## src/rtl/two_port_mux_arbiter_pkg.sv

```systemverilog
// ---------------------------------------------------------------------------
// two_port_mux_arbiter_pkg
// Shared definitions for the two-port mux arbiter: FSM state encoding,
// default parameter values and small helper functions.
// The state encoding is chosen so that the GNT states already look like the
// one-hot Grant vector (GNT0=01, GNT1=10, IDLE=00).
// ---------------------------------------------------------------------------
package two_port_mux_arbiter_pkg;

   typedef enum logic [1:0] {
      IDLE = 2'b00,
      GNT0 = 2'b01,
      GNT1 = 2'b10
   } arbState_t;

   localparam int DefaultWidth    = 4;
   localparam int DefaultMaxBurst = 4;

   // Bits needed to hold a burst count from 0 up to and including maxBurst.
   function automatic int countBits(input int maxBurst);
      return (maxBurst < 1) ? 1 : $clog2(maxBurst + 1);
   endfunction

   // One-hot grant seen by the outside world for a given state.
   function automatic logic [1:0] grantOf(input arbState_t s);
      return 2'(s);
   endfunction

endpackage

```

## src/rtl/two_port_mux_arbiter_if.sv

```systemverilog
// ---------------------------------------------------------------------------
// two_port_mux_arbiter_if
// Bundles the requester handshakes and the output channel of the arbiter.
//   Req_0/Data_0/Ack_0  : requester 0 valid/ack handshake
//   Req_1/Data_1/Ack_1  : requester 1 valid/ack handshake
//   Out_Valid/Out_Data/Out_Ready : registered output, valid/ready
//   Select/Grant        : current mux select and one-hot grant
// master = the surrounding producers/consumer, slave = the arbiter itself.
// ---------------------------------------------------------------------------
interface two_port_mux_arbiter_if #(
   parameter int WIDTH = 4
);

   logic             Req_0;
   logic [WIDTH-1:0] Data_0;
   logic             Ack_0;
   logic             Req_1;
   logic [WIDTH-1:0] Data_1;
   logic             Ack_1;
   logic             Out_Valid;
   logic [WIDTH-1:0] Out_Data;
   logic             Out_Ready;
   logic             Select;
   logic [1:0]       Grant;

   modport master (
      output Req_0, Data_0, Req_1, Data_1, Out_Ready,
      input  Ack_0, Ack_1, Out_Valid, Out_Data, Select, Grant
   );

   modport slave (
      input  Req_0, Data_0, Req_1, Data_1, Out_Ready,
      output Ack_0, Ack_1, Out_Valid, Out_Data, Select, Grant
   );

endinterface

```

## src/rtl/four_bit_2x1_mux.sv

```systemverilog
// ---------------------------------------------------------------------------
// four_bit_2x1_mux
// Plain combinational 2:1 multiplexer used to route requester data.
//   In_0, In_1 : data inputs (WIDTH bits, four by default)
//   Select     : 0 routes In_0, 1 routes In_1
//   Out        : selected data
// ---------------------------------------------------------------------------
module four_bit_2x1_mux #(
   parameter int WIDTH = 4
) (
   input  logic [WIDTH-1:0] In_0,
   input  logic [WIDTH-1:0] In_1,
   input  logic             Select,
   output logic [WIDTH-1:0] Out
);

   assign Out = Select ? In_1 : In_0;

endmodule

```

## src/rtl/two_port_mux_arbiter_arb_burst_counter.sv

```systemverilog
// ---------------------------------------------------------------------------
// arb_burst_counter
// Counts transfers made under the current grant, saturating at MAX_BURST.
//   Clk, Reset_n  : clock and synchronous active-low reset
//   i_clear       : clear the count (grant is changing this edge)
//   i_inc         : a transfer happens this cycle
//   o_atMax       : registered count has reached MAX_BURST
//   o_nextAtMax   : count including this cycle's transfer reaches MAX_BURST
// ---------------------------------------------------------------------------
module arb_burst_counter
   import two_port_mux_arbiter_pkg::*;
#(
   parameter int MAX_BURST = DefaultMaxBurst
) (
   input  logic Clk,
   input  logic Reset_n,
   input  logic i_clear,
   input  logic i_inc,
   output logic o_atMax,
   output logic o_nextAtMax
);

   localparam int CW = countBits(MAX_BURST);
   localparam logic [CW-1:0] MaxCount = CW'(MAX_BURST);

   logic [CW-1:0] r_count;
   logic [CW-1:0] w_countNext;

   // Next count includes the current transfer but never passes MAX_BURST,
   // so a sole requester can keep streaming without the count wrapping.
   always_comb begin
      w_countNext = r_count;
      if (i_inc && (r_count != MaxCount)) begin
         w_countNext = r_count + CW'(1);
      end
   end

   assign o_atMax     = (r_count == MaxCount);
   assign o_nextAtMax = (w_countNext == MaxCount);

   // Clear has priority over increment: a transfer made on the edge where
   // the grant changes belongs to the old grant and must not carry over.
   always_ff @(posedge Clk) begin
      if (!Reset_n) begin
         r_count <= '0;
      end else if (i_clear) begin
         r_count <= '0;
      end else begin
         r_count <= w_countNext;
      end
   end

endmodule

```

## src/rtl/two_port_mux_arbiter.sv

```systemverilog
// ---------------------------------------------------------------------------
// two_port_mux_arbiter
// Shares one registered output channel between two requesters by steering
// the select line of a 2:1 mux. Round-robin with a burst limit: a requester
// keeps the grant for at most MAX_BURST beats while the other one waits.
//   Clk      : rising-edge clock
//   Reset_n  : synchronous active-low reset
//   bus      : slave side of two_port_mux_arbiter_if (requester handshakes,
//              output valid/ready channel, Select and Grant)
// ---------------------------------------------------------------------------
module two_port_mux_arbiter
   import two_port_mux_arbiter_pkg::*;
#(
   parameter int WIDTH     = DefaultWidth,
   parameter int MAX_BURST = DefaultMaxBurst
) (
   input  logic Clk,
   input  logic Reset_n,
   two_port_mux_arbiter_if.slave bus
);

   arbState_t        r_state;
   arbState_t        w_nextState;
   logic             r_last;
   logic             w_nextLast;
   logic             r_select;
   logic [1:0]       r_grant;
   logic             r_outValid;
   logic [WIDTH-1:0] r_outData;

   logic             w_space;
   logic             w_ack0;
   logic             w_ack1;
   logic             w_transfer;
   logic             w_atMax;
   logic             w_nextAtMax;
   logic             w_stateChange;
   logic [WIDTH-1:0] w_muxData;

   // The output register can take a new beat when it is empty or its
   // current beat is being consumed this same cycle.
   assign w_space = !r_outValid || bus.Out_Ready;

   // Acks are held low in reset. Once a burst has saturated and the other
   // side is waiting, the holder is refused so the grant can move on.
   assign w_ack0 = Reset_n && (r_state == GNT0) && bus.Req_0 && w_space
                   && !(w_atMax && bus.Req_1);
   assign w_ack1 = Reset_n && (r_state == GNT1) && bus.Req_1 && w_space
                   && !(w_atMax && bus.Req_0);
   assign w_transfer = w_ack0 || w_ack1;

   assign w_stateChange = (w_nextState != r_state);

   arb_burst_counter #(
      .MAX_BURST (MAX_BURST)
   ) u_burstCounter (
      .Clk         (Clk),
      .Reset_n     (Reset_n),
      .i_clear     (w_stateChange),
      .i_inc       (w_transfer),
      .o_atMax     (w_atMax),
      .o_nextAtMax (w_nextAtMax)
   );

   four_bit_2x1_mux #(
      .WIDTH (WIDTH)
   ) u_dataMux (
      .In_0   (bus.Data_0),
      .In_1   (bus.Data_1),
      .Select (r_select),
      .Out    (w_muxData)
   );

   // Next-state logic. Last remembers who held the grant most recently so a
   // tie out of IDLE goes to the other requester. Moving directly between
   // GNT0 and GNT1 avoids a dead cycle on handover.
   always_comb begin
      w_nextState = r_state;
      w_nextLast  = r_last;
      unique case (r_state)
         IDLE: begin
            if (bus.Req_0 && bus.Req_1) begin
               w_nextState = r_last ? GNT0 : GNT1;
            end else if (bus.Req_0) begin
               w_nextState = GNT0;
            end else if (bus.Req_1) begin
               w_nextState = GNT1;
            end
         end
         GNT0: begin
            if (bus.Req_1 && (!bus.Req_0 || w_nextAtMax)) begin
               w_nextState = GNT1;
               w_nextLast  = 1'b0;
            end else if (!bus.Req_0 && !bus.Req_1) begin
               w_nextState = IDLE;
               w_nextLast  = 1'b0;
            end
         end
         GNT1: begin
            if (bus.Req_0 && (!bus.Req_1 || w_nextAtMax)) begin
               w_nextState = GNT0;
               w_nextLast  = 1'b1;
            end else if (!bus.Req_0 && !bus.Req_1) begin
               w_nextState = IDLE;
               w_nextLast  = 1'b1;
            end
         end
         default: begin
            w_nextState = IDLE;
         end
      endcase
   end

   // State register. Select and Grant are registered from the next state so
   // they are glitch-free flop outputs that always track r_state. Last starts
   // at 1 so requester 0 wins the first tie.
   always_ff @(posedge Clk) begin
      if (!Reset_n) begin
         r_state  <= IDLE;
         r_last   <= 1'b1;
         r_select <= 1'b0;
         r_grant  <= 2'b00;
      end else begin
         r_state  <= w_nextState;
         r_last   <= w_nextLast;
         r_select <= (w_nextState == GNT1);
         r_grant  <= grantOf(w_nextState);
      end
   end

   // Output register. A transfer reloads it even while the previous beat is
   // being consumed, which keeps the channel at one beat per cycle. Reset
   // drops any beat still held.
   always_ff @(posedge Clk) begin
      if (!Reset_n) begin
         r_outValid <= 1'b0;
         r_outData  <= '0;
      end else if (w_transfer) begin
         r_outValid <= 1'b1;
         r_outData  <= w_muxData;
      end else if (bus.Out_Ready) begin
         r_outValid <= 1'b0;
      end
   end

   assign bus.Ack_0     = w_ack0;
   assign bus.Ack_1     = w_ack1;
   assign bus.Out_Valid = r_outValid;
   assign bus.Out_Data  = r_outData;
   assign bus.Select    = r_select;
   assign bus.Grant     = r_grant;

endmodule

```

## src/flat_wrapper.sv

```systemverilog
// flat-port wrapper written by rule: the top's interface ports become plain ports
module two_port_mux_arbiter_flat import two_port_mux_arbiter_pkg::*;
#(
   parameter int WIDTH     = DefaultWidth,
   parameter int MAX_BURST = DefaultMaxBurst
)
  (Clk, Reset_n, bus_Req_0, bus_Data_0, bus_Req_1, bus_Data_1, bus_Out_Ready, bus_Ack_0, bus_Ack_1, bus_Out_Valid, bus_Out_Data, bus_Select, bus_Grant);
  two_port_mux_arbiter_if #(.WIDTH(WIDTH)) bus_i ();
  input  logic Clk;
  input  logic Reset_n;
  input wire logic [$bits(bus_i.Req_0)-1:0] bus_Req_0;
  input wire logic [$bits(bus_i.Data_0)-1:0] bus_Data_0;
  input wire logic [$bits(bus_i.Req_1)-1:0] bus_Req_1;
  input wire logic [$bits(bus_i.Data_1)-1:0] bus_Data_1;
  input wire logic [$bits(bus_i.Out_Ready)-1:0] bus_Out_Ready;
  output wire logic [$bits(bus_i.Ack_0)-1:0] bus_Ack_0;
  output wire logic [$bits(bus_i.Ack_1)-1:0] bus_Ack_1;
  output wire logic [$bits(bus_i.Out_Valid)-1:0] bus_Out_Valid;
  output wire logic [$bits(bus_i.Out_Data)-1:0] bus_Out_Data;
  output wire logic [$bits(bus_i.Select)-1:0] bus_Select;
  output wire logic [$bits(bus_i.Grant)-1:0] bus_Grant;
  assign bus_i.Req_0 = bus_Req_0;
  assign bus_i.Data_0 = bus_Data_0;
  assign bus_i.Req_1 = bus_Req_1;
  assign bus_i.Data_1 = bus_Data_1;
  assign bus_i.Out_Ready = bus_Out_Ready;
  assign bus_Ack_0 = bus_i.Ack_0;
  assign bus_Ack_1 = bus_i.Ack_1;
  assign bus_Out_Valid = bus_i.Out_Valid;
  assign bus_Out_Data = bus_i.Out_Data;
  assign bus_Select = bus_i.Select;
  assign bus_Grant = bus_i.Grant;
  two_port_mux_arbiter #(.WIDTH(WIDTH), .MAX_BURST(MAX_BURST)) u_core (.Clk(Clk), .Reset_n(Reset_n), .bus(bus_i));
endmodule
```

## config.mk

```make
export PLATFORM = sky130hd
export DESIGN_NAME = two_port_mux_arbiter_flat
export DESIGN_NICKNAME = d
export VERILOG_FILES = /design/src/rtl/two_port_mux_arbiter_pkg.sv /design/src/rtl/two_port_mux_arbiter_if.sv /design/src/rtl/four_bit_2x1_mux.sv /design/src/rtl/two_port_mux_arbiter_arb_burst_counter.sv /design/src/rtl/two_port_mux_arbiter.sv /design/src/flat_wrapper.sv
export SDC_FILE = /design/constraint.sdc
export NUM_CORES = 1
export LEC_CHECK = 0
export CAP_MARGIN = 20
export CORE_UTILIZATION = 42
export CTS_CLUSTER_SIZE = 8
export DETAILED_ROUTE_END_ITERATION = 10
export GPL_TIMING_DRIVEN = 0
export PLACE_DENSITY = 0.85
export SETUP_SLACK_MARGIN = 0.02
export SLEW_MARGIN = 20
export SYNTH_ARGS = -nofsm -noshare
export SYNTH_HDL_FRONTEND = slang
export SYNTH_SLANG_ARGS = --single-unit
```

## constraint.sdc

```tcl
create_clock -name Clk -period 1.9 [get_ports Clk]
set_input_delay 0.38 -clock Clk [delete_from_list [all_inputs] [get_ports Clk]]
set_output_delay 0.38 -clock Clk [all_outputs]
set_load 0.005 [all_outputs]
```

# [After elaboration in Yosys (flattened, before gate mapping)]
# Index checks and enable logic that the tools add are counted.
[totals] input_bits=13 word_cells=63 reg_bits=12
[classes] n_addsub=1 eq_ne=9 reduce_logical=29 bitwise_logic=1 mux=17
[ops] operator="$logic_and A1 B1 Y1" n=15
[ops] operator="$mux W2" n=7
[ops] operator="$ne A3 B3 Y1 const B" n=3
[ops] operator="$eq A3 B3 Y1 const B" n=2
[ops] operator="$mux W1" n=6
[ops] operator="$pmux W2 S3" n=1
[ops] operator="$logic_not A1 Y1" n=5
[ops] operator="$eq A2 B2 Y1 const B" n=2
[ops] operator="$logic_or A1 B1 Y1" n=4
[ops] operator="$mux W4" n=1
[ops] operator="$reduce_bool A2 Y1" n=2
[ops] operator="$add A3 B1 Y3 const B" n=1
[ops] operator="$mux W3" n=1
[ops] operator="$reduce_and A3 Y1" n=1
[ops] operator="$eq A2 B1 Y1 const B" n=1
[ops] operator="$logic_not A2 Y1" n=1
[ops] operator="$ne A2 B2 Y1" n=1
[ops] operator="$pmux W1 S2" n=1
[ops] operator="$reduce_or A2 Y1" n=1
[ops] operator="$not A1 Y1" n=1

# [Depth between registers and ports, before layout]
# Gate-level depths: netlist (run 1).
[logic_depth] ltp_word=15 depth_mapped=8

# [By module]
# From an unflattened synthesis (run 1), not the netlist that was laid out.
[unflattened] cells_unflattened=94 area_unflattened_um2=912.1
[modules_own_cells] module="two_port_mux_arbiter" seq_area_each_um2=180.2 area_per_inst_um2=656.9 cells_each=69 instances=1
[modules_own_cells] module="arb_burst_counter" seq_area_each_um2=60.1 area_per_inst_um2=210.2 cells_each=21 instances=1
[modules_own_cells] module="four_bit_2x1_mux" seq_area_each_um2=0.0 area_per_inst_um2=45.0 cells_each=4 instances=1

# [Worst setup path after synthesis (run 1)]
# Ideal clock, no wire load.
[synth_path] path_kind="register to register" startpoint="register u_core.u_burstCounter.r_count[0]" endpoint="register u_core.u_burstCounter.r_count[0]" path_slack_ps=-131 path_buffers=1 stages_incl_launch_ff=9 arrival_time_ps=1903 period_less_slack_ps=2031 required_ps=1772 cell_sequence="dfxtp_1 inv_1 ha_1 nand2b_1 mux2_2 or4_4 buf_6 o211ai_2 a211oi_1"
[synth_between] elab_chain_len=14 word_cells_on_any_way=22
[synth_lines] element="start, declared" line="two_port_mux_arbiter_arb_burst_counter.sv:26" rtl="logic [CW-1:0] r_count;"
[synth_lines] element="start signal, assigned" line="two_port_mux_arbiter_arb_burst_counter.sv:49" rtl="r_count <= w_countNext;"
[synth_lines] element="$eq A3 B3 Y1" line="two_port_mux_arbiter_arb_burst_counter.sv:38" rtl="assign o_atMax = (r_count == MaxCount);"
[synth_lines] element="$logic_and A1 B1 Y1, on equally long branches" line="two_port_mux_arbiter.sv:47, two_port_mux_arbiter.sv:49"
[synth_lines] element="$logic_not A1 Y1, on equally long branches" line="two_port_mux_arbiter.sv:47, two_port_mux_arbiter.sv:49"
[synth_lines] element="$logic_and A1 B1 Y1, on equally long branches" line="two_port_mux_arbiter.sv:47, two_port_mux_arbiter.sv:49"
[synth_lines] element="$logic_or A1 B1 Y1" line="two_port_mux_arbiter.sv:50" rtl="assign w_transfer = w_ack0 || w_ack1;"
[synth_lines] element="$logic_and A1 B1 Y1" line="two_port_mux_arbiter_arb_burst_counter.sv:33" rtl="if (i_inc && (r_count != MaxCount)) begin"
[synth_lines] element="$mux W3 (*)" line="two_port_mux_arbiter_arb_burst_counter.sv:33"
[synth_lines] element="$eq A3 B3 Y1" line="two_port_mux_arbiter_arb_burst_counter.sv:39" rtl="assign o_nextAtMax = (w_countNext == MaxCount);"
[synth_lines] element="$logic_or A1 B1 Y1, on equally long branches" line="two_port_mux_arbiter.sv:100, two_port_mux_arbiter.sv:91"
[synth_lines] element="$logic_and A1 B1 Y1, on equally long branches" line="two_port_mux_arbiter.sv:100, two_port_mux_arbiter.sv:91"
[synth_lines] element="$mux W2, on equally long branches" line="two_port_mux_arbiter.sv:100, two_port_mux_arbiter.sv:91"
[synth_lines] element="$pmux W2 S3" line="two_port_mux_arbiter.sv:80" rtl="unique case (r_state)"
[synth_lines] element="$ne A2 B2 Y1" line="two_port_mux_arbiter.sv:52" rtl="assign w_stateChange = (w_nextState != r_state);"
[synth_lines] element="$reduce_or A2 Y1 (no line)"
# Every way passes the cells marked *; elsewhere a longest branch is shown, timed or not.
# A chain may end at the register's enable or synchronous reset.

# [Final worst setup path (run 1)]
# Ends and elaborated chain as after synthesis.

==> impl_metrics.yaml, run 1 <==
floorplanning:
  dieArea_sq_um: 2130
  rows: 15
  fp.coreArea_sq_um: 1780
  die_h_um: 46.1
  fp.dieW_um: 46.1
  pin_count: 23
  start_util_pct: 45.8
critical_path:
  worst_r2r_startpoint: "u_core.u_burstCounter.r_count[0]"
  worstSetupPathType: "register to register"
  worst_r2r_path_depth: 8
  setup.worst_path.start: "u_core.u_burstCounter.r_count[0]"
  cp_data_arrival_time_ns: 2.17
  r2r-end: "u_core.u_burstCounter.r_count[0]"
  cpPeakStageDelay_ns: 0.42
  worstPathMaxFanout: 8
  start_kind: "register"
  cp_slowest_cell: "or4_4"
  crit_path_cell_trace: "inv_4 > ha_4 > nand2b_4 > mux2_4 > or4_4 > buf_8 > o211ai_4 > a211oi_2"
  rrSetupSlack_ns: -0.09
  required_ns: 2.08
  end_kind: "register"
  endpoint: "u_core.u_burstCounter.r_count[0]"
finish:
  areaGrowthSynthToFinish_pct: 47.9
  nNetsFinal: 137
  fillers: 149
  antennaDiodeCount: 0
  drive_above_1_share_pct: 28.1
  final_core_util_pct: 67.8
  fin_area_sq_um: 1210
sta:
  max_freq_mhz: 503
  fin_skew_ns: 0.00851
  rsz0062_at_grt: "yes"
  setup_slack_ns: -0.0893
  whs_ns: 0.414
  post-route-min-period_ns: 1.99
  slew-limit-headroom_pct: 60.0
  finalHoldViolations: 0
  final-max-slew-violation-count: 0
  fin_crit_sh_pct: 105
  setup_viol: 4
  worst_pin_slew_ns: 0.596
pwr:
  irDropWorstVdd_v: 0.000458
  p_sw_share_pct: 29.0
  power_frac_clock_pct: 31.7
  p_int_uw: 484
  p_leak_uw: 0.000432
  power_density_nw_per_um2: 563
  combPwrFrac_pct: 27.3
  seq_power_share_pct: 41.0
  total_power_uw: 681
  netSwitchingPower_uw: 197
routing:
  ant_nets: 0
  wire_per_inst_um: 14.1
  firstDrtPassIters: 4
  drt-total-wl_um: 2050
  drtIter0Drc: 20
  viasPerCell: 5.68
  drc: 0
  vias: 830
logic_synthesis:
  synth_edf_count: 0
  synth.avg_cell_area_sq_um: 8.88
  synth_top_area_cell: "dfxtp_1"
  synthFlopType: "dfxtp_1"
  ys_top_cells_by_count: "dfxtp_1 (12), nor2_1 (8), a211oi_1 (7)"
  synth-seq-cells: 12
  async_flop_share_pct: 0
  yosysSeqAreaShare_pct: 29.4
  synth.distinct_cells: 41
  yosys.area.top_type_share_pct: 29.4
  netlist_area_sq_um: 817
  syn_inst: 92
  syn_nets: 107
  synthTopCellsByArea: "dfxtp_1 (29%), mux2i_1 (7.4%), a211oi_1 (6.4%), nand3b_1 (3.7%), nor2_1 (3.7%)"
  yosys_warnings: 0
  synth.most_common_cell: "dfxtp_1"
run_status:
  failed_checks: "setup timing"
  outcome: "complete, but fails checks"
grt:
  track_usage_pct: 21.7
  grt_max_degree: 11
  grt_overflow: 0
  grt_pass1_wl_um: 3230
  antenna_found_initial: 0
  grt_pass1_vias: 747
placed_design:
  numPortBuffers: 21
  place_ws_ns: -0.595
  place_area_sq_um: 1080
  dp_hpwl_um: 1460
  place.gp.congestion: 0.897
cts:
  cts.sink_count: 12
  clk_path_buf_depth: 2
  path_clk_slew_ns: 0.08
  worstSkewPairLatency_ns: 0.30
  cts-root-buf: "clkbuf_4"
  cts_tree: "done"
  h-tree-depth: 1
  numCtsBuffers: 3
job:
  maxCapViolCount: 0
min_path:
  hold_class: "input port to register"
  hp-start: "bus_Req_0"
flip-flops by register name (all words and copies together), names as in the netlist:
| name | cells |
|---|---|
| u_core.bus.Out_Data | 4 |
| u_core.u_burstCounter.r_count | 3 |
| u_core.r_state | 2 |
| u_core.bus.Out_Valid | 1 |
| u_core.bus.Select | 1 |
| u_core.r_last | 1 |
cell families after synthesis:
kind of cell	Yosys count	synth area share [%]
adders and majority gates	2	3.06
and+or+nand+nor	37	26.0
muxes	7	8.73
buffers and inverters	10	6.89
DFF	12	29.4
AOI/OAI and AO/OA	22	23.7
xor gates and xnor gates	2	2.14
how the worst min path moves through the flow:
| stage | to | slack (ns) | cells after the start |
|---|---|---|---|
| after global routing | u_core.r_state[0] | 0.41 | 3 |
| after global placement | u_core.bus.Out_Data[0] | 0.49 | 2 |
| final | u_core.r_state[0] | 0.41 | 3 |
| after detailed placement | u_core.r_last | 0.50 | 2 |
| after floorplan | u_core.r_last | 0.47 | 2 |
| after CTS | u_core.r_state[0] | 0.42 | 3 |
placed cells by master, fill, tap and decap left out, types with 3 or more instances in the layout:
cell | netlist | final
buf_4 | 1 | 4
mux2i_1 | 6 | 6
nor2_1 | 8 | 8
clkdlybuf4s50_1 | 0 | 17
dfxtp_1 | 12 | 9
nand3b_1 | 4 | 4
nand2_1 | 6 | 5
dlygate4sd2_1 | 0 | 4
clkbuf_4 | 0 | 3
a211oi_1 | 7 | 5
layer usage:
layer | part of all wire (%) | GRT usage, % | vias up
met3 | 6.0 | 5.88 | 6
met4 | 1.9 | 8.24 | 0
met2 | 50 | 35.8 | 34
met5 | 0 | 0 | -
met1 | 42 | 26.8 | 389
li1 | - | - | 401
cell type report:
class                   instances  area, sq um  area share (%)
clock buffers                   4         36.3            3.00
plain buffers                   5         45.0            3.73
repair buffers                 25          235            19.5
flip-flops and latches         12          246            20.4
inverters                       5         21.3            1.76
well taps                      25         31.3            2.59
multi-input cells              70          593            49.1
per-stage QoR:
stage | TNS (ns) | cells
2_1_floorplan | 0 | 92
3_3_place_gp | -4.61 | 138
3_5_place_dp | -5.12 | 138
4_1_cts | -0.235 | 145
5_1_grt | -0.607 | 146
6_report | -0.270 | 146
worst max-delay path: cells and delay by family, from the launching register on:
family | cells | cell delay, ns
DFF | 1 | 0.38
AOI/OAI and AO/OA | 2 | 0.31
adders and majority gates | 1 | 0.16
buffers and inverters | 2 | 0.20
muxes | 1 | 0.27
and+or+nand+nor | 2 | 0.56
timing repair:
action | CTS | global route
setup endpoints to repair | 9 | 7
endpoints found under the hold margin | 0 | 0
cloned | 0 | 0
hold buffers | 0 | 0
pin swaps | 7 | 2
buffers inserted | 3 | 1
resized for setup | 16 | 3
power by group through the flow:
stage	Sequential (uW)	Clock [uW]	Combinational, uW
6_report	279	216	186
5_1_grt	281	232	204
4_1_cts	279	209	184
3_5_place_dp	285	0	176
3_3_place_gp	284	0	171
2_1_floorplan	285	0	100
No activity file was read; power rests on OpenSTA's default activity.
==> run 2: changes to the inputs <==
--- a/config.mk
+++ b/config.mk
@@ -5,7 +5,7 @@
 export SDC_FILE = /design/constraint.sdc
 export NUM_CORES = 1
 export LEC_CHECK = 0
-export CAP_MARGIN = 20
+export CAP_MARGIN = 10
 export CORE_UTILIZATION = 42
 export CTS_CLUSTER_SIZE = 8
 export DETAILED_ROUTE_END_ITERATION = 10
==> results of run 2 <==
No change in the layout: final DEF, timing and power equal those of run 1.
